===== src/rtl/bsg_manycore_mesh_req_arbiter_pkg.sv =====
// Shared types for the manycore mesh request arbiter.
//   arb_state_e        : run / drain / idle state of the port-quiescing FSM
//   packet_op_e        : manycore packet opcode (only loads are tracked)
//   load_id_idx_lsb_gp : bit position of the requester index inside load_id
package bsg_manycore_mesh_req_arbiter_pkg;

  typedef enum logic [1:0] {
    eRun   = 2'd0,
    eDrain = 2'd1,
    eIdle  = 2'd2
  } arb_state_e;

  typedef enum logic [1:0] {
    e_remote_load  = 2'd0,
    e_remote_store = 2'd1,
    e_remote_amo   = 2'd2
  } packet_op_e;

  localparam int load_id_idx_lsb_gp = 0;

endpackage


===== src/rtl/bsg_manycore_mesh_req_arbiter_rr_ptr.sv =====
// Round-robin pointer plus grant encoder.
// Picks the first set bit of v at or above the pointer (wrapping), purely
// combinationally. The pointer moves to grant_idx+1 only when yumi is high.
// Ports:
//   clk, reset   clock, async active-high reset (pointer -> 0)
//   v            per-requester eligibility
//   yumi         grant accepted this cycle
//   grant_v      any requester eligible
//   grant_idx    index of the selected requester
module bsg_manycore_mesh_req_arbiter_rr_ptr #(
  parameter int num_req_p = 4,
  localparam int lg_lp = $clog2(num_req_p)
) (
  input  logic                 clk,
  input  logic                 reset,
  input  logic [num_req_p-1:0] v,
  input  logic                 yumi,
  output logic                 grant_v,
  output logic [lg_lp-1:0]     grant_idx
);

  logic [lg_lp-1:0] ptr_r;

  always_ff @(posedge clk or posedge reset) begin
    if (reset) begin
      ptr_r <= '0;
    end else if (yumi) begin
      ptr_r <= grant_idx + lg_lp'(1);
    end
  end

  // Walk from the farthest candidate back to the pointer so that the nearest
  // eligible requester is the last (winning) assignment. num_req_p is a power
  // of two, so the lg_lp-bit add wraps modulo num_req_p for free.
  always_comb begin
    logic [lg_lp-1:0] cand;
    cand      = '0;
    grant_v   = 1'b0;
    grant_idx = ptr_r;
    for (int k = num_req_p - 1; k >= 0; k--) begin
      cand = ptr_r + lg_lp'(k);
      if (v[cand]) begin
        grant_v   = 1'b1;
        grant_idx = cand;
      end
    end
  end

endmodule


===== src/rtl/bsg_manycore_mesh_req_arbiter.sv =====
// Shares one manycore endpoint request port among num_req_p local requesters.
// Round-robin grant, per-requester outstanding-load counters, returned load
// data steered back by the requester index carried in load_id, and a drain
// FSM that stops granting until every outstanding load has come back.
// Ports:
//   clk_i, reset_i           clock, async active-high reset
//   req_v_i / req_packet_i   per-requester request valid and packet
//   req_yumi_o               one-hot accept back to the requesters
//   out_v_o / out_packet_o   request to the endpoint, load_id stamped
//   out_ready_i              endpoint can take a request
//   returned_*_i             load return from the endpoint
//   returned_yumi_o          return always consumed
//   resp_v_o / resp_data_o   one-hot return to requester, broadcast data
//   drain_i / drain_done_o   quiesce request, quiesced indication
//   loads_outstanding_o      per-requester outstanding load counts
//
// state  | meaning
// eRun   | granting normally
// eDrain | no grants, waiting for outstanding loads to return
// eIdle  | no grants, no loads outstanding, drain_done_o high
module bsg_manycore_mesh_req_arbiter
  import bsg_manycore_mesh_req_arbiter_pkg::*;
#(
  parameter int num_req_p       = 4,
  parameter int max_loads_p     = 8,
  parameter int x_cord_width_p  = 4,
  parameter int y_cord_width_p  = 4,
  parameter int data_width_p    = 32,
  parameter int addr_width_p    = 32,
  parameter int load_id_width_p = 11,
  localparam int lg_num_req_lp   = $clog2(num_req_p),
  localparam int cnt_width_lp    = $clog2(max_loads_p + 1),
  localparam int packet_width_lp = addr_width_p + 2 + data_width_p + load_id_width_p
                                   + 2 * (x_cord_width_p + y_cord_width_p)
) (
  input  logic                                 clk_i,
  input  logic                                 reset_i,
  input  logic [num_req_p-1:0]                 req_v_i,
  input  logic [num_req_p*packet_width_lp-1:0] req_packet_i,
  output logic [num_req_p-1:0]                 req_yumi_o,
  output logic                                 out_v_o,
  output logic [packet_width_lp-1:0]           out_packet_o,
  input  logic                                 out_ready_i,
  input  logic                                 returned_v_i,
  input  logic [data_width_p-1:0]              returned_data_i,
  input  logic [load_id_width_p-1:0]           returned_load_id_i,
  output logic                                 returned_yumi_o,
  output logic [num_req_p-1:0]                 resp_v_o,
  output logic [data_width_p-1:0]              resp_data_o,
  input  logic                                 drain_i,
  output logic                                 drain_done_o,
  output logic [num_req_p*cnt_width_lp-1:0]    loads_outstanding_o
);

  typedef struct packed {
    logic [addr_width_p-1:0]    addr;
    packet_op_e                 op;
    logic [data_width_p-1:0]    payload;
    logic [load_id_width_p-1:0] load_id;
    logic [y_cord_width_p-1:0]  src_y_cord;
    logic [x_cord_width_p-1:0]  src_x_cord;
    logic [y_cord_width_p-1:0]  y_cord;
    logic [x_cord_width_p-1:0]  x_cord;
  } packet_s;

  localparam logic [cnt_width_lp-1:0] cnt_max_lp = cnt_width_lp'(max_loads_p);

  arb_state_e               state_r;
  logic                     drain_done_r;
  logic                     run, accept, grant_v, ret_v;
  logic [lg_num_req_lp-1:0] grant_idx, ret_idx;
  logic [num_req_p-1:0]     eligible, cnt_zero_n;
  packet_s                  pkts [num_req_p];
  packet_s                  stamped;

  // Reset gates every output combinationally so they drop the instant reset
  // asserts, without waiting for a clock edge.
  assign run             = ~reset_i & (state_r == eRun);
  assign out_v_o         = run & grant_v;
  assign accept          = out_v_o & out_ready_i;
  assign ret_v           = returned_v_i & ~reset_i;
  assign ret_idx         = returned_load_id_i[lg_num_req_lp-1:0];
  assign returned_yumi_o = ret_v;
  assign resp_data_o     = ret_v ? returned_data_i : '0;
  assign drain_done_o    = drain_done_r;

  bsg_manycore_mesh_req_arbiter_rr_ptr #(
    .num_req_p(num_req_p)
  ) u_rr (
    .clk       (clk_i),
    .reset     (reset_i),
    .v         (eligible),
    .yumi      (accept),
    .grant_v   (grant_v),
    .grant_idx (grant_idx)
  );

  always_comb begin
    req_yumi_o = '0;
    resp_v_o   = '0;
    req_yumi_o[grant_idx] = accept;
    resp_v_o[ret_idx]     = ret_v;
  end

  // The issuer index rides in the low load_id bits so the return can be
  // steered without any lookup table.
  always_comb begin
    stamped         = pkts[grant_idx];
    stamped.load_id = '0;
    stamped.load_id[load_id_idx_lsb_gp +: lg_num_req_lp] = grant_idx;
  end

  assign out_packet_o = out_v_o ? stamped : '0;

  for (genvar i = 0; i < num_req_p; i++) begin : g_req
    logic [cnt_width_lp-1:0] cnt_r, cnt_n;
    logic                    is_load, inc, dec;

    assign pkts[i]     = packet_s'(req_packet_i[i*packet_width_lp +: packet_width_lp]);
    assign is_load     = (pkts[i].op == e_remote_load);
    assign eligible[i] = req_v_i[i] & ~(is_load & (cnt_r == cnt_max_lp));
    assign inc         = accept & (grant_idx == lg_num_req_lp'(i)) & is_load;
    // A return against an empty counter is dropped so the count never wraps.
    assign dec         = ret_v & (ret_idx == lg_num_req_lp'(i)) & (cnt_r != '0);
    assign cnt_n       = cnt_r + cnt_width_lp'(inc) - cnt_width_lp'(dec);
    assign cnt_zero_n[i] = (cnt_n == '0);
    assign loads_outstanding_o[i*cnt_width_lp +: cnt_width_lp] = cnt_r;

    always_ff @(posedge clk_i or posedge reset_i) begin
      if (reset_i) begin
        cnt_r <= '0;
      end else begin
        cnt_r <= cnt_n;
      end
    end

    return_has_outstanding_load: assert property (
      @(posedge clk_i) disable iff (reset_i)
      !(returned_v_i && (ret_idx == lg_num_req_lp'(i)) && (cnt_r == '0)));
  end

  if (load_id_width_p > lg_num_req_lp) begin : g_id_hi
    logic unused_id_hi;
    assign unused_id_hi = ^returned_load_id_i[load_id_width_p-1:lg_num_req_lp];
  end

  // Drain looks at next-cycle counter values so a return that brings the last
  // counter to zero moves to eIdle on the same edge.
  always_ff @(posedge clk_i or posedge reset_i) begin
    if (reset_i) begin
      state_r      <= eRun;
      drain_done_r <= 1'b0;
    end else begin
      case (state_r)
        eRun: begin
          if (drain_i) state_r <= eDrain;
        end
        eDrain: begin
          if (!drain_i) begin
            state_r <= eRun;
          end else if (&cnt_zero_n) begin
            state_r      <= eIdle;
            drain_done_r <= 1'b1;
          end
        end
        eIdle: begin
          if (!drain_i) begin
            state_r      <= eRun;
            drain_done_r <= 1'b0;
          end
        end
        default: begin
          state_r      <= eRun;
          drain_done_r <= 1'b0;
        end
      endcase
    end
  end

endmodule


===== config.mk =====
export PLATFORM = sky130hd
export DESIGN_NAME = bsg_manycore_mesh_req_arbiter
export DESIGN_NICKNAME = d
export VERILOG_FILES = /design/src/rtl/bsg_manycore_mesh_req_arbiter_pkg.sv /design/src/rtl/bsg_manycore_mesh_req_arbiter_rr_ptr.sv /design/src/rtl/bsg_manycore_mesh_req_arbiter.sv
export SDC_FILE = /design/constraint.sdc
export NUM_CORES = 1
export LEC_CHECK = 0
export ABC_AREA = 1
export BUFFER_PORTS_ARGS = -buffer_cell sky130_fd_sc_hd__buf_2
export CORE_AREA = 2 2 224 226
export DETAILED_ROUTE_END_ITERATION = 7
export DIE_AREA = 0 0 226 228
export PLACE_DENSITY = 0.3
export SYNTH_ARGS = -nofsm -noshare
export SYNTH_HDL_FRONTEND = slang
export SYNTH_HIERARCHICAL = 1
export SYNTH_SLANG_ARGS = --single-unit

===== constraint.sdc =====
create_clock -name clk_i -period 7.3 [get_ports clk_i]
set_input_delay 2.19 -clock clk_i [delete_from_list [all_inputs] [get_ports clk_i]]
set_output_delay 2.19 -clock clk_i [all_outputs]
set_load 0.01 [all_outputs]

==> out/results.tsv <==
metric	value	unit
via count	7439	
#FFs+latches synth	21	
status	completed	
Crit Path Class	in -> out	
Pwr Density	472.6	nW/um^2
vias in the first global route	7416	
Place WS	113.1	ps
area of the multi-input gates	3233	sq um
Distinct cells, synth	30	
TritonCTS clock tree	yes	
Clock Tree Root	clkbuf_16	
min-delay worst type	reg -> reg	
fin crit share	96.24	%
Worst setup EP type	primary output	
Worst Path Max Fanout	104	
clock slew at reported path FFs	60	ps
leakage power	4.244	nW
vias per cell	3.924	
register area	525.5	sq um
placed inst area	7864	sq um
die width	226	um
Max Clock Skew	6.838	ps
first-pass GRT wire length	49740	um
Final #Nets	1663	
Routed wire per std cell	18.96	um
core area	49350	sq um
Area growth, synth to finish	78.05	%
# setup viols final	0	
largest net degree at the start of global routing	105	
Pins Over Slew Limit	0	
residual DRC count	0	
TritonCTS Sinks	21	
RD Place Congestion	0.8581	
GRT overflow	0	
most common cell after layout, fill and taps aside	buf_2	
depth of the CTS H-tree	1	
number of CTS-inserted buffers	3	
Synth Area per Inst	6.078	sq um
I/O pin cnt	576	
Tot GR Track Use	13.07	%
crit path time final	7026	ps
Initial Util	9.089	%
Chip Height	228	um
cts hold-fix bufs	0	
share of layout cells above drive strength 1	47.11	%
Std-Cell Rows	82	
full die area	51530	sq um
Post-DRT Antenna Nets	0	
clk buf depth	2	
final instance area	7986	sq um
Detailed Place HPWL	29970	um
Startpoint Class	input port	
TritonRoute pass-1 iters	5	
worst-skew pair later-pin latency	260	ps
Highest Clock Rate	142.3	MHz
most frequent cells in the layout	513 x buf_2, 184 x nand3_1, 100 x inv_1	
Post-CTS Setup Bufs	0	
DRT Wirelength	35940	um
Ys Warns	6	
final worst slack	274.2	ps
Setup TNS	0	ps
fillers	5796	
Fin Hold WS	558.0	ps
Synth Instances	738	
port bufs	513	
Inst Count DP	1878	
VDD IR-drop max	0.2516	mV
Detailed Route Iter0 Violations	393	
WP data required	5110	ps
MaxCap Viol Count	0	
Seq/Total Area, Yosys	11.72	%
Cell Area, Synth	4486	sq um
RSZ-0062 raised after global routing	false	
Hold Violations, Final	0	
post-route non-filler standard cell count	1896	
initial antenna violation count	28	
WP data arrival	4840	ps
[critical path, stage by stage]
cell and delay [ps]:
buf_2 100, inv_1 140, nand4_1 250, nand2_1 120, inv_1 60, inv_1 50
nand2_1 60, nand3_1 180, nand2_1 90, inv_2 80, nand3_1 120, nand2_4 170
buf_12 390, nand3_1 230, a31oi_2 330, buf_2 200
[logic make-up after synthesis]
| kind of cell | count (synthesis) | share of synthesized area (%) |
|---|---|---|
| xor gates and xnor gates | 2 | 0.3906 |
| AOI/OAI and AO/OA | 175 | 26.61 |
| adders and majority gates | 28 | 8.480 |
| other | 1 | 0.08360 |
| buffers and inverters | 180 | 17.57 |
| DFF | 21 | 11.72 |
| and+or+nand+nor | 331 | 35.15 |
[cells in the mapped netlist]
| cell | instances | area share, % |
|---|---|---|
| a21boi_0 | 4 | 0.67 |
| a21oi_1 | 6 | 0.67 |
| a221oi_1 | 2 | 0.39 |
| a22oi_1 | 80 | 13 |
| a31oi_1 | 80 | 11 |
| buf_2 | 50 | 5.6 |
| buf_4 | 10 | 1.7 |
| buf_6 | 1 | 0.25 |
| clkbuf_1 | 14 | 1.2 |
| conb_1 | 1 | 0.084 |
| dfrtp_1 | 21 | 12 |
| fa_1 | 4 | 1.8 |
| ha_1 | 24 | 6.7 |
| inv_1 | 100 | 8.4 |
| inv_2 | 4 | 0.33 |
| inv_6 | 1 | 0.20 |
| nand2_1 | 54 | 4.5 |
| nand2_2 | 18 | 2.5 |
| nand3_1 | 185 | 21 |
| nand3_2 | 2 | 0.45 |
| nand3b_1 | 1 | 0.17 |
| nand4_1 | 4 | 0.56 |
| nor2_1 | 55 | 4.6 |
| nor2_4 | 2 | 0.50 |
| nor3_1 | 7 | 0.78 |
| o21ai_0 | 2 | 0.22 |
| o21ai_1 | 1 | 0.11 |
| or2_1 | 2 | 0.28 |
| or2_2 | 1 | 0.14 |
| xor2_1 | 2 | 0.39 |
[layer usage]
layer  routed length (um)  vias up  GRT usage, %
met5                   68        -             0
met2                17450      385         22.90
met1                13980     3419         14.50
met3                 2982       65         3.555
met4                 1463       10         6.250
li1                     -     3560             -
[flip-flops by register name, indices dropped and copies added, names as in the netlist]
register and cells:
g_req.cnt_r 16, state_r 2, u_rr/ptr_r 2, drain_done_o 1
[per-stage QoR]
stage,util [%],total power [mW]
finish,16.18,3.774
detailed placement,15.93,3.710
global route,16.17,4.173
floorplan,-,2.376
global placement,15.93,3.721
CTS,16.10,3.843
[path summary, 6_finish.rpt]
check / start / slack (ps) / cells past startpoint / end
setup reg to reg: g_req[3].cnt_r[2] / 2750 / 30 / state_r[0]
max in group asynchronous: reset_i / 4920 / 3 / g_req[1].cnt_r[3]
setup / recovery: req_packet_i[338] / 270 / 16 / out_packet_o[66]
hold / removal: state_r[1] / 560 / 2 / state_r[1]
hold reg to reg: state_r[1] / 560 / 2 / state_r[1]
min in group asynchronous: reset_i / 1800 / 2 / u_rr/ptr_r[0]
[repair_timing]
| action | 4_1_cts | 5_1_grt |
|---|---|---|
| gates resized for setup | 0 | 2 |
| hold endpoints to repair | 0 | 0 |
| setup endpoints to repair | 0 | 10 |
[final cells by class]
class	count	area share, %
antenna	14	0.4387
clock buffer	3	0.9400
clock inverter	1	0.06267
inverter	105	5.029
multi-input combinational	545	40.48
sequential	21	6.580
tap	672	10.53
timing repair buffer	535	35.94
[power breakdown]
part	internal, mW	switching [mW]	total, mW
Clock	0.0738	0.0473	0.121
Combinational	1.17	2.24	3.42
Sequential	0.173	0.0612	0.234
Note: power is estimated with default switching activity, not from simulation.
